===== src/rtl/sb_tx_arbiter_if.sv =====
// Message type shared by the LTSM substates and the sideband TX, plus the
// bundle of request/response and TX-port signals around the arbiter.
package sb_tx_arbiter_pkg;
  typedef logic [7:0] SB_msg_t;
endpackage

interface sb_tx_arbiter_if #(
  parameter int N_REQ = 4
);
  // Requester side
  logic [N_REQ-1:0]                            req_i;
  sb_tx_arbiter_pkg::SB_msg_t [N_REQ-1:0]      req_msg_i;
  logic [N_REQ-1:0][63:0]                      req_data_i;
  logic [N_REQ-1:0]                            ack_o;
  logic [N_REQ-1:0]                            timeout_o;
  logic [N_REQ-1:0]                            grant_o;
  // Sideband TX side
  sb_tx_arbiter_pkg::SB_msg_t                  SB_TX_msg_o;
  logic [63:0]                                 SB_TX_dataBus_o;
  logic                                        SB_TX_msg_valid_o;
  logic                                        SB_TX_msg_sendNextFlag_i;

  modport master (
    input  req_i, req_msg_i, req_data_i, SB_TX_msg_sendNextFlag_i,
    output ack_o, timeout_o, grant_o, SB_TX_msg_o, SB_TX_dataBus_o, SB_TX_msg_valid_o
  );

  modport slave (
    output req_i, req_msg_i, req_data_i, SB_TX_msg_sendNextFlag_i,
    input  ack_o, timeout_o, grant_o, SB_TX_msg_o, SB_TX_dataBus_o, SB_TX_msg_valid_o
  );
endinterface


===== src/rtl/sb_tx_arbiter.sv =====
// Round-robin arbiter sharing the sideband TX message port between LTSM
// substates; the granted message is snapshotted and held until accepted or timed out.
module sb_tx_arbiter #(
  parameter int N_REQ          = 4,
  parameter int TIMEOUT_CYCLES = 800000
) (
  input  logic                  clk_100MHz,
  input  logic                  reset,
  input  logic                  enable_i,
  sb_tx_arbiter_if.master       bus
);
  import sb_tx_arbiter_pkg::*;

  localparam int PTR_W = $clog2(N_REQ);
  localparam int TMR_W = (TIMEOUT_CYCLES > 1) ? $clog2(TIMEOUT_CYCLES) : 1;
  localparam logic [TMR_W-1:0] TMR_LAST = TMR_W'(TIMEOUT_CYCLES - 1);

  typedef enum logic {IDLE, SEND} state_t;

  state_t             state_q, state_d;
  logic [PTR_W-1:0]   ptr_q, owner_q, win_idx, next_ptr;
  logic [N_REQ-1:0]   grant_q, timeout_q;
  logic [TMR_W-1:0]   timer_q;
  SB_msg_t            msg_q;
  logic [63:0]        data_q;
  logic               win_found, accept, expire, load, release_msg;

  function automatic logic [PTR_W-1:0] wrap_add(logic [PTR_W-1:0] base, int offs);
    int sum = int'(base) + offs;
    return PTR_W'(sum % N_REQ);
  endfunction

  // First requester at or after the rr pointer, wrapping modulo N_REQ.
  always_comb begin
    // NOTE: every variable driven here gets a default first so no latch is inferred.
    win_found = 1'b0;
    win_idx   = '0;
    for (int i = 0; i < N_REQ; i++) begin
      if (!win_found && bus.req_i[wrap_add(ptr_q, i)]) begin
        win_found = 1'b1;
        win_idx   = wrap_add(ptr_q, i);
      end
    end
  end

  assign next_ptr = wrap_add(owner_q, 1);
  assign accept   = (state_q == SEND) && bus.SB_TX_msg_sendNextFlag_i;

  always_comb begin
    state_d     = state_q;
    load        = 1'b0;
    release_msg = 1'b0;
    expire      = 1'b0;
    case (state_q)
      IDLE: begin
        if (enable_i && win_found) begin
          load    = 1'b1;
          state_d = SEND;
        end
      end
      SEND: begin
        // Acceptance wins over a timeout landing in the same cycle.
        if (accept) begin
          release_msg = 1'b1;
          state_d     = IDLE;
        end else if (timer_q == TMR_LAST) begin
          expire      = 1'b1;
          release_msg = 1'b1;
          state_d     = IDLE;
        end
      end
      default: state_d = IDLE;
    endcase
  end

  always_ff @(posedge clk_100MHz) begin
    // NOTE: sequential state uses non-blocking assignments so all flops update together.
    if (reset) state_q <= IDLE;
    else       state_q <= state_d;
  end

  always_ff @(posedge clk_100MHz) begin
    if (reset) begin
      ptr_q     <= '0;
      owner_q   <= '0;
      grant_q   <= '0;
      timeout_q <= '0;
      timer_q   <= '0;
      msg_q     <= '0;
      data_q    <= '0;
    end else begin
      timeout_q <= expire ? grant_q : '0;
      if (load) begin
        owner_q <= win_idx;
        grant_q <= N_REQ'(1) << win_idx;
        msg_q   <= bus.req_msg_i[win_idx];
        data_q  <= bus.req_data_i[win_idx];
        timer_q <= '0;
      end else if (release_msg) begin
        grant_q <= '0;
        ptr_q   <= next_ptr;
      end else if (state_q == SEND && timer_q != TMR_LAST) begin
        timer_q <= timer_q + TMR_W'(1);
      end
    end
  end

  // A reset cycle abandons the message, so no ack may escape during it.
  assign bus.ack_o             = (accept && !reset) ? grant_q : '0;
  assign bus.timeout_o         = timeout_q;
  assign bus.grant_o           = grant_q;
  assign bus.SB_TX_msg_o       = msg_q;
  assign bus.SB_TX_dataBus_o   = data_q;
  assign bus.SB_TX_msg_valid_o = (state_q == SEND);

endmodule


===== src/flat_wrapper.sv =====
// flat-port wrapper written by rule: the top's interface ports become plain ports
module sb_tx_arbiter_flat import sb_tx_arbiter_pkg::*;
#(
  parameter int N_REQ          = 4,
  parameter int TIMEOUT_CYCLES = 800000
)
  (clk_100MHz, reset, enable_i, bus_req_i, bus_req_msg_i, bus_req_data_i, bus_SB_TX_msg_sendNextFlag_i, bus_ack_o, bus_timeout_o, bus_grant_o, bus_SB_TX_msg_o, bus_SB_TX_dataBus_o, bus_SB_TX_msg_valid_o);
  sb_tx_arbiter_if #(.N_REQ(N_REQ)) bus_i ();
  input  logic clk_100MHz;
  input  logic reset;
  input  logic enable_i;
  input wire logic [$bits(bus_i.req_i)-1:0] bus_req_i;
  input wire logic [$bits(bus_i.req_msg_i)-1:0] bus_req_msg_i;
  input wire logic [$bits(bus_i.req_data_i)-1:0] bus_req_data_i;
  input wire logic [$bits(bus_i.SB_TX_msg_sendNextFlag_i)-1:0] bus_SB_TX_msg_sendNextFlag_i;
  output wire logic [$bits(bus_i.ack_o)-1:0] bus_ack_o;
  output wire logic [$bits(bus_i.timeout_o)-1:0] bus_timeout_o;
  output wire logic [$bits(bus_i.grant_o)-1:0] bus_grant_o;
  output wire logic [$bits(bus_i.SB_TX_msg_o)-1:0] bus_SB_TX_msg_o;
  output wire logic [$bits(bus_i.SB_TX_dataBus_o)-1:0] bus_SB_TX_dataBus_o;
  output wire logic [$bits(bus_i.SB_TX_msg_valid_o)-1:0] bus_SB_TX_msg_valid_o;
  assign bus_i.req_i = bus_req_i;
  assign bus_i.req_msg_i = bus_req_msg_i;
  assign bus_i.req_data_i = bus_req_data_i;
  assign bus_i.SB_TX_msg_sendNextFlag_i = bus_SB_TX_msg_sendNextFlag_i;
  assign bus_ack_o = bus_i.ack_o;
  assign bus_timeout_o = bus_i.timeout_o;
  assign bus_grant_o = bus_i.grant_o;
  assign bus_SB_TX_msg_o = bus_i.SB_TX_msg_o;
  assign bus_SB_TX_dataBus_o = bus_i.SB_TX_dataBus_o;
  assign bus_SB_TX_msg_valid_o = bus_i.SB_TX_msg_valid_o;
  sb_tx_arbiter #(.N_REQ(N_REQ), .TIMEOUT_CYCLES(TIMEOUT_CYCLES)) u_core (.clk_100MHz(clk_100MHz), .reset(reset), .enable_i(enable_i), .bus(bus_i));
endmodule

===== config.mk =====
export PLATFORM = sky130hd
export DESIGN_NAME = sb_tx_arbiter_flat
export DESIGN_NICKNAME = d
export VERILOG_FILES = /design/src/rtl/sb_tx_arbiter_if.sv /design/src/rtl/sb_tx_arbiter.sv /design/src/flat_wrapper.sv
export SDC_FILE = /design/constraint.sdc
export NUM_CORES = 1
export LEC_CHECK = 0
export ABC_AREA = 1
export CAP_MARGIN = 5
export CORE_AREA = 5 5 146 148
export DETAILED_ROUTE_END_ITERATION = 10
export DIE_AREA = 0 0 151 153
export PLACE_DENSITY = 0.82
export RECOVER_POWER = 50
export SLEW_MARGIN = 20
export SYNTH_ARGS = -nofsm -noshare
export SYNTH_HDL_FRONTEND = slang
export SYNTH_SLANG_ARGS = --single-unit

===== constraint.sdc =====
create_clock -name clk_100MHz -period 6.1 [get_ports clk_100MHz]
set_clock_uncertainty 0.1 [all_clocks]
set_input_delay 1.22 -clock clk_100MHz [delete_from_list [all_inputs] [get_ports clk_100MHz]]
set_output_delay 1.22 -clock clk_100MHz [all_outputs]
set_load 0.01 [all_outputs]

==> results.json <==
{
  "cap_violations": 0,
  "drv_slew": 0,
  "final_cell_mix": "395 x inv_1, 379 x nand3_1, 321 x nand2_1",
  "fin_util_pct": 62.4,
  "dr.pass1.iters": 5,
  "io_pins": 381,
  "viasPerCell": 4.87,
  "drt_iter0_drc": 771,
  "reg2reg_slack_ps": 2230,
  "root_buffer": "clkbuf_16",
  "synth.distinct_cells": 28,
  "crit_fanout": 83,
  "post-cts-setup-buffers": 0,
  "fin_ws_ps": 1510,
  "synth-seq-area-share_pct": 25.1,
  "grt_max_degree": 87,
  "path_class": "in2reg",
  "grt_overflow": 0,
  "setup_violations": 0,
  "worst_slew_pin_slew_ps": 1040,
  "comb_power_share_pct": 39.3,
  "relSlewSlack_pct": 30.5,
  "fmax_mhz": 218,
  "grt.total_usage_pct": 26.6,
  "syn_nets": 1842,
  "switching_share_pct": 35.2,
  "tns_ps": 0,
  "drive_gt1_share_pct": 2.05,
  "clkTransAtPathRegs_ps": 80,
  "cp-end-kind": "flip-flop",
  "clk_latency_ps": 360,
  "cell_internal_pwr_w": 0.00149,
  "p_seq_share_pct": 33.7,
  "r2r_start": "u_core.ptr_q[0]$_SDFFE_PP0P_",
  "antenna_left": 0,
  "syn_area_um2": 8390,
  "ctsResizeCount": 0,
  "die_h_um": 153,
  "hpwl_um": 23700,
  "crit_family": "simple AND/OR/NAND/NOR gates",
  "clock_path_buffers": 2,
  "grt_setup_unrepaired": "false",
  "pwr-share-clk_pct": 27.0,
  "critPathBufInv": 4,
  "hold_path_end": "u_core.bus.timeout_o[2]$_SDFF_PP0_",
  "period_share_pct": 75.2,
  "nFillCells": 1909,
  "total_power_w": 0.00231,
  "cp.arrival_ps": 4750,
  "num_vias": 10382,
  "period_needed_ps": 4590,
  "post-route-cell-area_um2": 12400,
  "port_buffers": 380,
  "vdd_drop_max_mv": 0.138,
  "grt_pass1_wl_um": 50000,
  "cts_sinks": 105,
  "cp_data_required_time_ps": 6260,
  "totalWireLength_um": 32400,
  "cts_tree": "built",
  "h-tree-depth": 3,
  "p_leak_nw": 6.79,
  "fp.dieW_um": 151,
  "start_util_pct": 42.1,
  "nets": 2148,
  "cts_hold_buf": 0,
  "syn_to_final_growth_pct": 48.1,
  "cp_slowest_cell": "nand3_4",
  "yosysWarnings": 0,
  "wl_per_cell_um": 15.2,
  "dpl-instance-area_um2": 12100,
  "path_cells": "dlygate4sd3_1 -> inv_1 -> nand2_1 -> nand3_1 -> nand2_1 -> nor2_1 -> nand3_4 -> nand3_4 -> buf_12 -> nand2_1 -> nand3_1 -> nand3_1 -> nand2_1 -> inv_1",
  "numCtsBuffers": 9,
  "hold_depth": 2,
  "antenna_found_initial": 2,
  "critPathMaxStageDelay_ps": 850,
  "hold_class": "reg2reg",
  "syn_inst": 1545,
  "core_region_area_um2": 19900,
  "rows": 52,
  "cp_common_cell": "nand2_1",
  "p_per_area_nw_per_um2": 186,
  "p_switching_w": 0.000814,
  "rr_endpoint": "u_core.bus.SB_TX_dataBus_o[27]$_SDFFE_PP0P_",
  "start_kind": "primary input",
  "reg2regPathDepth": 14,
  "gp_congestion": 0.950,
  "synth-seq-cells": 105,
  "min_from": "u_core.bus.grant_o[2]$_SDFFE_PP0P_",
  "finalHoldViolCount": 0,
  "drcViolationCount": 0,
  "final_common_cell": "inv_1",
  "synth_area_per_cell_um2": 5.43,
  "outcome": "finished, final reports clean",
  "dieArea_um2": 23100,
  "first_global_vias": 9675,
  "dp_slack_ps": 1310
}
state kept, by name (all words and copies together) (netlist names):
name / flops
u_core.bus.SB_TX_dataBus_o: 64
u_core.timer_q: 20
u_core.bus.SB_TX_msg_o: 8
u_core.bus.grant_o: 4
u_core.bus.timeout_o: 4
u_core.owner_q: 2
u_core.ptr_q: 2
u_core.bus.SB_TX_msg_valid_o: 1
cell type report:
| cell class | instances | area [µm²] | area share (%) |
|---|---|---|---|
| multi-input combinational | 945 | 4250 | 34.2 |
| tap | 270 | 338 | 2.72 |
| timing repair buffer | 389 | 3900 | 31.4 |
| inverter | 401 | 1510 | 12.1 |
| sequential | 105 | 2100 | 16.9 |
| antenna | 4 | 10.0 | 0.0806 |
| clock inverter | 7 | 85.1 | 0.685 |
| clock buffer | 9 | 225 | 1.81 |
worst min-delay path, cell delays in order, from the launching register on:
cell and delay (ps):
dfxtp_1 320, inv_1 50, nor2_1 30
worst max path at each step:
| stage | start | endpoint | slack [ps] | cells after the start |
|---|---|---|---|---|
| 6_report | bus_req_i[0] | u_core.bus.SB_TX_dataBus_o[27]$_SDFFE_PP0P_ | 1510 | 14 |
| 2_1_floorplan | reset | bus_ack_o[2] | 3200 | 3 |
| 4_1_cts | bus_req_i[3] | u_core.bus.SB_TX_dataBus_o[31]$_SDFFE_PP0P_ | 1700 | 14 |
| 3_5_place_dp | bus_req_i[3] | u_core.bus.SB_TX_dataBus_o[31]$_SDFFE_PP0P_ | 1310 | 14 |
| 3_3_place_gp | bus_req_i[3] | u_core.bus.SB_TX_dataBus_o[27]$_SDFFE_PP0P_ | 1430 | 14 |
| 5_1_grt | bus_req_i[0] | u_core.bus.SB_TX_dataBus_o[38]$_SDFFE_PP0P_ | 1170 | 14 |
synth_stat cells (all sizes together):
cell | instances | area share (%)
a211oi | 1 | 0.090
a21oi | 18 | 1.1
and2 | 1 | 0.075
buf | 74 | 5.7
clkbuf | 20 | 0.89
clkinv | 1 | 0.045
dfxtp | 105 | 25
ha | 1 | 0.15
inv | 400 | 18
nand2 | 322 | 14
nand3 | 383 | 23
nand3b | 1 | 0.090
nand4 | 8 | 0.60
nor2 | 172 | 7.7
nor3 | 3 | 0.18
nor4 | 8 | 0.60
o21ai | 10 | 0.60
o22ai | 2 | 0.15
or2 | 1 | 0.075
xnor2 | 4 | 0.42
xor2 | 10 | 1.0
routing by layer:
layer | global-route usage, % | part of all wire, % | vias to the layer above
met4 | 10.2 | 3.3 | 0
met1 | 30.7 | 38 | 4676
met2 | 47.0 | 50 | 411
li1 | - | - | 5235
met3 | 6.43 | 8.8 | 60
met5 | 0 | 0 | -
through the flow:
| step | hold WS (ps) | instances |
|---|---|---|
| after floorplan | 345 | 1545 |
| after global placement | 333 | 2110 |
| after detailed placement | 334 | 2110 |
| after CTS | 347 | 2126 |
| after global routing | 373 | 2128 |
| final | 343 | 2130 |
power groups by stage:
stage               combinational, W  sequential (W)  clock [W]
floorplan                   0.000491        0.000820          0
global placement            0.000913        0.000794          0
detailed placement          0.000927        0.000796          0
CTS                         0.000932        0.000781   0.000638
global route                 0.00100        0.000786   0.000672
finish                      0.000907        0.000779   0.000623
cell families after synthesis:
| logic type | synth area share, % |
|---|---|
| adder cells (fa/ha/maj) | 0.149 |
| buffers and inverters | 24.6 |
| AO/OA/AOI/OAI | 1.91 |
| flip-flops | 25.1 |
| AND/OR/NAND/NOR | 46.9 |
| XOR/XNOR | 1.46 |
Power figures use the tool's default switching activity.
